<file path="config.mk">
export PLATFORM = sky130hd
export DESIGN_NAME = mem_stage
export DESIGN_NICKNAME = d
export VERILOG_FILES = /design/src/rtl/mem_stage.sv
export SDC_FILE = /design/constraint.sdc
export NUM_CORES = 1
export LEC_CHECK = 0
export ABC_AREA = 0
export CAP_MARGIN = 20
export CORE_UTILIZATION = 45
export DETAILED_ROUTE_END_ITERATION = 7
export PLACE_DENSITY = 0.89
export SYNTH_ARGS = -nofsm -noshare
export SYNTH_HDL_FRONTEND = slang
export SYNTH_SLANG_ARGS = --single-unit
</file>
<file path="constraint.sdc">
create_clock -name clk -period 3.38 [get_ports clk]
set_input_delay 0.676 -clock clk [delete_from_list [all_inputs] [get_ports clk]]
set_output_delay 0.676 -clock clk [all_outputs]
set_load 0.05 [all_outputs]
</file>
<file path="src/rtl/mem_stage.sv">
// Memory-access stage: EX/MEM register, data_mem strobes, two-cycle load
// sequencing, MEM/WB register and the EX/MEM ALU forwarding path.
module mem_stage #(
  parameter int DATA_W = 19,
  parameter int ADDR_W = 8,
  parameter int REG_W  = 4
) (
  input  logic              clk,
  input  logic              reset,
  input  logic              ex_valid,
  output logic              ex_ready,
  input  logic              ex_memread,
  input  logic              ex_memwrite,
  input  logic              ex_regwrite,
  input  logic [DATA_W-1:0] ex_alu_result,
  input  logic [DATA_W-1:0] ex_store_data,
  input  logic [REG_W-1:0]  ex_rd,
  output logic              MEM_memread,
  output logic              MEM_memwrite,
  output logic [ADDR_W-1:0] addr,
  output logic [DATA_W-1:0] wdata,
  input  logic [DATA_W-1:0] rdata,
  output logic              wb_valid,
  output logic              wb_regwrite,
  output logic [REG_W-1:0]  wb_rd,
  output logic [DATA_W-1:0] wb_data,
  output logic              fwd_valid,
  output logic [REG_W-1:0]  fwd_rd,
  output logic [DATA_W-1:0] fwd_data,
  output logic              mem_fault
);

  typedef enum logic [1:0] {IDLE, ACTIVE, LOAD_WAIT} state_t;

  state_t              state;
  logic                l_memread, l_memwrite, l_regwrite;
  logic [DATA_W-1:0]   l_alu, l_store;
  logic [REG_W-1:0]    l_rd;
  logic                is_active, fault, do_load, accept;

  assign is_active = (state == ACTIVE);
  // Out-of-range address on a memory op, or a contradictory read+write.
  assign fault = ((l_memread | l_memwrite) & (|l_alu[DATA_W-1:ADDR_W]))
               | (l_memread & l_memwrite);
  assign do_load = is_active & l_memread & !fault;

  assign ex_ready     = !reset & !do_load;
  assign accept       = ex_valid & ex_ready;

  assign MEM_memread  = !reset & do_load;
  assign MEM_memwrite = !reset & is_active & l_memwrite & !fault;
  assign addr         = reset ? '0 : l_alu[ADDR_W-1:0];
  assign wdata        = reset ? '0 : l_store;

  assign fwd_valid    = !reset & is_active & l_regwrite & !l_memread & !fault;
  assign fwd_rd       = l_rd;
  assign fwd_data     = l_alu;
  assign mem_fault    = !reset & is_active & fault;

  always_ff @(posedge clk) begin
    if (reset) begin
      state       <= IDLE;
      l_memread   <= 1'b0;
      l_memwrite  <= 1'b0;
      l_regwrite  <= 1'b0;
      l_alu       <= '0;
      l_store     <= '0;
      l_rd        <= '0;
      wb_valid    <= 1'b0;
      wb_regwrite <= 1'b0;
      wb_rd       <= '0;
      wb_data     <= '0;
    end else begin
      wb_valid <= 1'b0;
      if (is_active && !do_load) begin
        wb_valid    <= 1'b1;
        wb_rd       <= l_rd;
        wb_data     <= l_alu;
        wb_regwrite <= l_regwrite & !l_memwrite & !fault;
      end else if (state == LOAD_WAIT) begin
        wb_valid    <= 1'b1;
        wb_rd       <= l_rd;
        wb_data     <= rdata;
        wb_regwrite <= l_regwrite;
      end
      // Retirement above reads the old latched fields; a new op may
      // overwrite them at the same edge.
      if (do_load) begin
        state <= LOAD_WAIT;
      end else if (accept) begin
        state      <= ACTIVE;
        l_memread  <= ex_memread;
        l_memwrite <= ex_memwrite;
        l_regwrite <= ex_regwrite;
        l_alu      <= ex_alu_result;
        l_store    <= ex_store_data;
        l_rd       <= ex_rd;
      end else begin
        state <= IDLE;
      end
    end
  end

endmodule
</file>
After elaboration in Yosys (flattened, before gate mapping). Index checks and enable logic that the tools add are counted.

Equal/unequal tests: 2. Muxes and demuxes: 12. Bitwise gates (word level): 19. Reductions and logical operators: 10.

Operators by type and width (count): two-way mux 19 bit (3); AND 1 bit (16); OR reduction 11 bit (1); two-way mux 4 bit (2); two-way mux 8 bit (1); zero test 1 bit (5); two-way mux 1 bit (5); == test 2 x 1 -> 1 bit, second input constant (1); == test 2 bit, second input constant (1); two-way mux 2 bit (1); OR 1 bit (2); AND reduction 2 bit (1); nonzero test 2 bit (1); OR reduction 2 bit (1); logical AND 1 bit (1); inverter 1 bit (1).

Bits in registers: 72. Word-level logic and storage cells: 55.

Depth between registers and ports, before layout.
Word-level depth: 10. Gate-level depth with buffers: 6.

Least setup slack after synthesis. Ideal clock, no wire load.

Path kind: input port to output port. Start point: input port reset. End point: output port mem_fault. Arrival: 2.462 ns. Required time: 2.704 ns. Slack: 0.242 ns. Stages: 5. Path buffers: 2. Path through: clkbuf_1 > buf_1 > nor2_1 > nand2_1 > o21ai_0.

Cells in the longest elaborated chain, start to end: 3.

Ends and longest elaborated chain: start, declared (line 9) `input logic reset,`; zero test 1 bit (line 58) `assign mem_fault = !reset & is_active & fault;`; AND 1 bit (2 in series) (line 58); end, declared (line 30) `output logic mem_fault`.

Every way passes these cells.

Final worst setup path.
Start point: register l_alu[8] (netlist: fwd_data[8]). End point: output port ex_ready.

Cells in the longest elaborated chain, start to end: 7.

Ends and longest elaborated chain: start, declared (line 37) `logic [DATA_W-1:0] l_alu, l_store;`; start signal, assigned (line 95) `l_alu <= ex_alu_result;`; OR reduction 11 bit (line 43) `assign fault = ((l_memread | l_memwrite) & (|l_alu[DATA_W-1:ADDR_W]))`; AND 1 bit (line 43); OR 1 bit (line 44) `| (l_memread & l_memwrite);`; zero test 1 bit (line 45) `assign do_load = is_active & l_memread & !fault;`; AND 1 bit (line 45); zero test 1 bit (line 47) `assign ex_ready = !reset & !do_load;`; AND 1 bit (line 47); end, declared (line 11) `output logic ex_ready,`.

Every way passes these cells.

==> results.md <==
- Worst IR Drop VDD: 0.2125 mV
- Nature of the critical path endpoint: output port
- CTS tree: built
- Seq/Total Area, Yosys: 44.67%
- Clk slew on worst S/H paths: 0.08 ns
- GRT busiest layer: met2
- Syn nets: 352
- Vias per inst: 5.281
- Clock network fraction of design power: 35.0%
- Clk sinks: 72
- Layout cell share with drive strength beyond 1: 18.43%
- Synth top area share: 44.67%
- Routed length per placed instance: 16.77 µm
- Syn Inst Count: 285
- Crit path cell chain: nor3_1 > and4_4 > a21oi_1 > clkdlybuf4s50_1
- Async S/R FF share, synth: 0%
- Pwr per Cell Area: 453.1 mW/mm²
- EDFF count, synth: 0
- Hold_sp: wb_rd[0]$_SDFFE_PP0P_
- Fin Setup TNS: 0 ns
- Starting Density: 46.98%
- Grt ovf: 0
- Period minus WS final: 3.117 ns
- GP Congestion: 0.8163
- Number of antenna diodes: 0
- Antenna-violating nets left: 0
- Switching power: 0.6276 mW
- P_int: 1.619 mW
- Final Max Slew Viols: 0
- Data required time of the worst path: 2.70 ns
- Worst Tran Pin Value: 0.5908 ns
- Largest fanout on the critical path: 13
- Switch share: 27.94%
- Hold_ws: 0.4704 ns
- Setup CP Type: flip-flop to output port
- HP Class: flip-flop to flip-flop
- Port Buf Inserts: 146
- Mean Syn Cell Area: 11.32 µm²
- Die height: 86.68 µm
- Detailed placement HPWL: 6387 µm
- Leading post-synthesis cells by cell area: dfxtp_1 (45%), mux2_4 (18%), nor2b_1 (9.3%)
- Global-route wire length before repair: 13520 µm
- Row cnt: 30
- Hold path depth: 2
- Setup violations, final: 0
- Worst endpoint data arrival time: 2.44 ns
- Post-synth cell types: 30
- Status: finished, final reports clean
- RSZ-0062 raised after global routing: no
- DR DRC count: 0
- Hold Violations, Final: 0
- Synth cell count leaders: dfxtp_1 (72), nor2b_1 (48), mux2_4 (39)
- GR Layer Usage met2: 42.14%
- CP peak stage delay: 0.76 ns
- All-Layer GR Usage: 23.78%
- DR vias: 2799
- Postcts setup bufs: 0
- Post_cts resized: 0
- Die width: 86.68 µm
- Fin util: 72.17%
- Initial antenna violation count: 0
- Clock Tree Root: clkbuf_8
- Met3 usage in global routing: 6.381%
- Area of the core: 0.006869 mm²
- Nets: 496
- FF-to-FF setup slack: 1.16 ns
- Count leader, synth: dfxtp_1
- Hold buffers post-CTS: 0
- Depth of the CTS H-tree: 3
- Cts bufs inserted: 9
- Reg2reg start: fwd_data[8]$_SDFFE_PP0P_
- Period Utilization, post-route: 92.22%
- Primary FF master, synth: dfxtp_1
- Met1 GRT Util: 26.94%
- Area Overhead vs Synth: 53.63%
- Max Clock Skew: 0.007181 ns
- Synthesis-stage register bit count: 72
- IO Count: 147
- Final Cell Area: 0.004957 mm²
- Logic pwr share: 23.3%
- Post-Syn Area: 0.003227 mm²
- Reg-to-Reg End: fwd_data[17]$_SDFFE_PP0P_
- Die footprint: 0.007513 mm²
- Drt total wl: 8890 µm
- Critical Path Start Type: flip-flop
- WHS Endpoint: wb_rd[0]$_SDFFE_PP0P_
- Number of global-route vias before repair: 2686
- DR pass1 iterations: 5
- Slowest-stage cell, CP: clkdlybuf4s50_1
- Number of max-cap violations: 0
- Biggest area consumer among synthesized cells: dfxtp_1
- R2R depth: 5
- FMAX: 320.8 MHz
- Largest net degree at the start of global routing: 31
- Initial DRC count: 143
- Placement Cell Area: 0.004717 mm²
- Register share of total power: 41.7%
- CTS max path bufs: 2
- Relative slew slack: 60.44%
- Leakage power: 1.946 nW
- Worst skew pair latency: 0.34 ns
- Yosys warning total: 0
## cells in the final DEF (no fill, tap or decap), drive strengths merged, types with 3 or more instances in the layout
master and count:
a21oi 25, a222oi 8, a22o 9, buf 13, clkbuf 12, clkdlybuf4s50 141
dfxtp 72, mux2 45, nand2b 4, nand3 7, nand3b 9, nor2 3
nor2b 48, nor3 3, o21ai 6, o2bb2ai 9
## cell type report
| type | instances | area, µm² |
|---|---|---|
| Clock buffer | 12 | 165.2 |
| Clock inverter | 4 | 75.07 |
| Fill cell | 480 | 1912 |
| Inverter | 2 | 7.507 |
| Multi-Input combinational cell | 190 | 1629 |
| Sequential cell | 72 | 1441 |
| Tap cell | 96 | 120.1 |
| Timing Repair Buffer | 154 | 1519 |
## power by group through the flow
stage	Sequential (mW)	Combinational, mW	Clock [mW]
6_report	0.937	0.523	0.786
3_3_place_gp	0.953	0.515	0
5_1_grt	0.943	0.546	0.841
3_5_place_dp	0.956	0.522	0
2_1_floorplan	1.05	0.226	0
4_1_cts	0.937	0.525	0.806
## metrics by stage
stage               std cells  setup WS, ns  power, mW
finish                    530        0.2631      2.246
CTS                       530        0.2279      2.268
detailed placement        514        0.6329      1.478
global placement          514        0.6750      1.468
floorplan                 285        0.2418      1.279
global route              530        0.1725      2.330
## state kept, by name, summed over array words and instances (netlist names)
register	flops
l_memwrite	1
l_store	19
fwd_data	19
wb_valid	1
wb_data	19
fwd_rd	4
state	2
l_memread	1
wb_rd	4
l_regwrite	1
wb_regwrite	1
## metal layers
layer	vias up	routed length [µm]
met5	-	0
met4	0	130
met3	12	684
met2	132	4466
met1	1333	3609
li1	1322	-
## logic make-up after synthesis
group,synth area share [%]
and+or+nand+nor,16.09
DFF,44.67
muxes,20.24
buffers and inverters,4.963
AOI/OAI and AO/OA,14.04
## how the worst max path moves through the flow
stage | endpoint | from | slack, ns | cells after the start
4_1_cts | ex_ready | fwd_data[8]$_SDFFE_PP0P_ | 0.23 | 4
5_1_grt | ex_ready | fwd_data[8]$_SDFFE_PP0P_ | 0.17 | 4
3_3_place_gp | ex_ready | fwd_data[8]$_SDFFE_PP0P_ | 0.68 | 4
3_5_place_dp | wdata[15] | reset | 0.63 | 3
6_report | ex_ready | fwd_data[8]$_SDFFE_PP0P_ | 0.26 | 4
2_1_floorplan | mem_fault | reset | 0.24 | 5
## critical path, delay by kind of cell, from the launching register on
kind / cells / cell delay, ns
AO/OA/AOI/OAI: 1 / 0.10
buffers and inverters: 1 / 0.76
flip-flops: 1 / 0.36
AND/OR/NAND/NOR: 2 / 0.88
Note: power is estimated with default switching activity, not from simulation.
